==> config.mk <==
export PLATFORM = sky130hd
export DESIGN_NAME = sign_mutex_fsm
export DESIGN_NICKNAME = d
export VERILOG_FILES = /design/src/rtl/sign_mutex_pkg.sv /design/src/rtl/sign_classify.sv /design/src/rtl/sign_mutex_fsm.sv
export SDC_FILE = /design/constraint.sdc
export NUM_CORES = 1
export LEC_CHECK = 0
export CORE_MARGIN = 2
export CORE_UTILIZATION = 51
export CTS_BUF_LIST = sky130_fd_sc_hd__clkbuf_2
export CTS_CLUSTER_DIAMETER = 40
export DETAILED_ROUTE_END_ITERATION = 7
export GPL_ROUTABILITY_DRIVEN = 0
export HOLD_SLACK_MARGIN = 0.12
export PLACE_DENSITY = 0.87
export SKIP_CTS_REPAIR_TIMING = 1
export SYNTH_ARGS = -nofsm -noshare
export SYNTH_HDL_FRONTEND = slang
export SYNTH_SLANG_ARGS = --single-unit
==> constraint.sdc <==
create_clock -name clk -period 2.85 [get_ports clk]
set_input_delay 0.4275 -clock clk [delete_from_list [all_inputs] [get_ports clk]]
set_output_delay 0.4275 -clock clk [all_outputs]
set_load 0.005 [all_outputs]
==> src/rtl/sign_mutex_pkg.sv <==
// Shared types for the sign mutex: the class/state encoding and its one-hot flag decode.
package sign_mutex_pkg;

  typedef enum logic [1:0] {
    S_ZERO = 2'b00,
    S_POS  = 2'b01,
    S_NEG  = 2'b10
  } sign_t;

  // Flag vectors are ordered {positive, negative, zero}.
  localparam logic [2:0] FLAGS_ZERO = 3'b001;
  localparam logic [2:0] FLAGS_POS  = 3'b100;
  localparam logic [2:0] FLAGS_NEG  = 3'b010;

  function automatic logic [2:0] flags_of(sign_t s);
    case (s)
      S_POS:   return FLAGS_POS;
      S_NEG:   return FLAGS_NEG;
      default: return FLAGS_ZERO;
    endcase
  endfunction

endpackage

==> src/rtl/sign_classify.sv <==
// Combinational sign classifier: zero, negative (MSB set) or positive.
module sign_classify
  import sign_mutex_pkg::*;
#(
  parameter int WIDTH = 16
) (
  input  logic [WIDTH-1:0] sample,
  output sign_t            cls
);

  always_comb begin
    if (sample == '0)
      cls = S_ZERO;
    else if (sample[WIDTH-1])
      cls = S_NEG;
    else
      cls = S_POS;
  end

endmodule

==> src/rtl/sign_mutex_fsm.sv <==
// Debounced sign tracker: the state moves to a new sign class only after CONFIRM
// consecutive qualifying samples of that class; counts changes with saturation.
module sign_mutex_fsm
  import sign_mutex_pkg::*;
#(
  parameter int WIDTH   = 16,
  parameter int CONFIRM = 2,
  parameter int CNT_W   = 8
) (
  input  logic                    clk,
  input  logic                    rst_n,
  input  logic                    in_valid,
  input  logic signed [WIDTH-1:0] in,
  input  logic                    clear,
  output logic                    positive_flag,
  output logic                    negative_flag,
  output logic                    zero_flag,
  output logic                    change_pulse,
  output logic [CNT_W-1:0]        flip_count
);

  localparam int RUN_W = $clog2(CONFIRM + 1);
  localparam logic [RUN_W:0] CONFIRM_V = (RUN_W + 1)'(CONFIRM);

  sign_t            cls;
  sign_t            state, state_n;
  sign_t            cand, cand_n;
  logic [RUN_W-1:0] run, run_n;
  logic [RUN_W:0]   run_inc;
  logic [CNT_W-1:0] cnt, cnt_n;
  logic             pulse, pulse_n;
  logic [2:0]       flags, flags_n;

  sign_classify #(.WIDTH(WIDTH)) u_classify (
    .sample (in),
    .cls    (cls)
  );

  always_ff @(posedge clk or negedge rst_n) begin
    if (!rst_n) begin
      state <= S_ZERO;
      cand  <= S_ZERO;
      run   <= '0;
      cnt   <= '0;
      pulse <= 1'b0;
      flags <= FLAGS_ZERO;
    end else begin
      state <= state_n;
      cand  <= cand_n;
      run   <= run_n;
      cnt   <= cnt_n;
      pulse <= pulse_n;
      flags <= flags_n;
    end
  end

  always_comb begin
    state_n = state;
    cand_n  = cand;
    run_n   = run;
    cnt_n   = cnt;
    pulse_n = 1'b0;
    // Computed one bit wider so run+1 == CONFIRM is never lost to truncation.
    run_inc = (cls == cand) ? ({1'b0, run} + (RUN_W + 1)'(1)) : (RUN_W + 1)'(1);
    if (clear) begin
      run_n  = '0;
      cand_n = S_ZERO;
      cnt_n  = '0;
    end else if (in_valid) begin
      if (cls == state) begin
        run_n = '0;
      end else begin
        cand_n = cls;
        if (run_inc == CONFIRM_V) begin
          state_n = cls;
          run_n   = '0;
          pulse_n = 1'b1;
          if (cnt != '1)
            cnt_n = cnt + CNT_W'(1);
        end else begin
          run_n = run_inc[RUN_W-1:0];
        end
      end
    end
    flags_n = flags_of(state_n);
  end

  assign {positive_flag, negative_flag, zero_flag} = flags;
  assign change_pulse = pulse;
  assign flip_count   = cnt;

endmodule

==> results.md <==
- Status: completed
- CTS tree: yes
- Setup violations, final: 0
- FF+latch count, synth: 18
- Slew Limit Fails: 0
- Port bufs: 31
- Overall via count from detail_route: 864
- Drt initial violations: 15
- # clock sinks: 18
- Overflow after GRT: 0
- WP data required: 3100 ps
- Fin Setup TNS: 0 ps
- Synthesized Nets: 118
- Met1 Routed Length: 924 µm
- Register area share after synthesis: 43.5%
- Die Wd: 49.1 µm
- Clock root cell: clkbuf_2
- Synth-to-Final Area Change: 35.3%
- Psw: 0.139 mW
- CP arrival: 2720 ps
- Max_cap viols: 0
- H-Tree Depth: 1
- Fmax: 406 MHz
- Routed WL: 2150 µm
- Comb power frac: 22.6%
- Diodes inserted: 0
- Highest fanout seen on the critical path: 3
- # DRC: 0
- Initial antenna violation count: 0
- HPWL Detailed: 1680 µm
- Via density per instance: 5.50
- Final hold violation count: 0
- Synth async-reset ratio: 100%
- Die height: 49.1 µm
- Multi-input logic area: 548 µm²
- Sequential fraction of design power: 55.6%
- RSZ-0062 raised after global routing: false
- Die ar.: 0.00241 mm²
- Tcrit/Tclk final: 86.5%
- Tmin final: 2460 ps
- Number of I/O pins: 32
- Reg area: 452 µm²
- Final nets: 155
- Instance count of the mapped netlist: 94
- Ys flop type: dfrtp_1
- Worst hold slack: 545 ps
- CP Class: primary input to flop
- Post-synth cell types: 35
- Final Total Pwr: 0.508 mW
- WL/cell: 13.7 µm
- Antenna-violating nets left: 0
- Clock power frac: 21.8%
- GRT Overall Usage: 21.2%
- Fill count: 165
- DR top layer: met4
- Syn avg cell area: 11.0 µm²
- CP Capture Type: flop
- DR WL met2: 1090 µm
- Skew final: 6.78 ps
- Synth Warn #: 0
- Met3 Routed Length: 74 µm
- Post-synth EDFFs: 0
- P_int: 0.369 mW
- Detailed-router iteration count before antenna repair: 4
- Leak Pwr: 0.562 nW
- First-pass GRT wire length: 3980 µm
- Core area: 0.00194 mm²
- Mapped Area: 0.00104 mm²
- CP Launch Type: primary input
- Largest net degree at the start of global routing: 19
- Power Density: 362 mW/mm²
- Row count: 16
- Most frequent cells in the layout: 31 x clkdlybuf4s50_1, 17 x dfrtp_1, 8 x a21oi_1, 7 x nand2_1, 6 x nor2_1
- Clock-pin slew on the worst setup and hold paths: 170 ps
- Sw Ratio: 27.4%
- Layout cells sized above 1: 14.6%
- Maximum VDD drop: 0.272 mV
- Slew @ Worst Pin: 777 ps
- Rel. slew slack: 48.0%
- Max clock buf depth: 2
- Clk_lat worst skew: 310 ps
- Initial cell density of the core: 53.4%
- Number of buffers created by CTS: 3
- Most common cell after layout, fill and taps aside: clkdlybuf4s50_1
- Hold WC Path Type: primary input to asynchronous set/reset pin
- Number of global-route vias before repair: 898
==> cell families after synthesis <==
group | share of synthesized area [%]
simple gates | 29.4
compound gates | 11.0
flops | 43.5
buf+inv | 3.62
mux | 5.07
fa+ha+maj | 4.83
xor+xnor | 2.53
==> power groups by stage <==
stage,clock [mW],sequential (mW),combinational (mW)
after global routing,0.125,0.285,0.126
after floorplan,0,0.288,0.0473
final,0.111,0.283,0.115
after detailed placement,0,0.288,0.115
after global placement,0,0.287,0.112
after CTS,0.114,0.283,0.116
==> metrics by stage <==
step / setup slack [ps] / util, % / instances / cell area [µm²]
after floorplan: 605 / - / 94 / 1040
after global placement: 91.7 / 71.3 / 153 / 1390
after detailed placement: 27.5 / 71.3 / 153 / 1390
after CTS: 381 / 72.3 / 157 / 1400
after global routing: 208 / 72.3 / 157 / 1400
final: 385 / 72.3 / 157 / 1400
==> worst paths after layout <==
path / startpoint / cells after the start / slack [ps] / endpoint
min in group clk: cand[1] / 2 / 550 / cand[1]
hold / removal: rst_n / 1 / 540 / run[1]
setup / recovery: in[14] / 8 / 390 / flags[0]
max in group asynchronous: rst_n / 1 / 1820 / flags[1]
hold reg to reg: cand[1] / 2 / 550 / cand[1]
setup reg to reg: flip_count[0] / 7 / 640 / flip_count[6]
==> metal layers <==
metal	vias to the layer above	global-route usage, %
met5	-	0
met4	0	11.0
met3	6	3.07
met2	27	34.7
met1	415	27.1
li1	416	-
==> state kept, by name (all words and copies together), names as in the netlist <==
signal and flops:
flip_count 8, change_pulse 1, cand 2, flags 3
run 2, state 2
==> area by class of cell <==
| cell class | count | share of cell area (%) |
|---|---|---|
| multi-input cells | 70 | 39.0 |
| repair buffers | 35 | 24.2 |
| inverters | 3 | 0.802 |
| well taps | 27 | 2.41 |
| clock inverters | 1 | 0.267 |
| flip-flops and latches | 18 | 32.2 |
| clock buffers | 3 | 1.07 |
==> Yosys cell counts, types with 3 or more instances <==
library cell | n | area, µm²
dfrtp_1 | 17 | 425
a21oi_1 | 8 | 40.0
nand2_1 | 7 | 26.3
nor2_1 | 6 | 22.5
or3_1 | 5 | 31.3
ha_1 | 4 | 50.1
nand2b_1 | 4 | 25.0
nand3_1 | 4 | 20.0
inv_1 | 3 | 11.3
mux2i_1 | 3 | 30.0
nor4_2 | 3 | 37.5
o21ai_1 | 3 | 15.0
==> critical path, cell delays in order <==
cell	delay (ps)
clkdlybuf4s50_1	410
nor4_2	380
a41oi_2	220
xor2_1	200
nor4_2	420
mux2i_1	290
inv_1	90
ha_1	270
No activity file was read; power rests on OpenSTA's default activity.
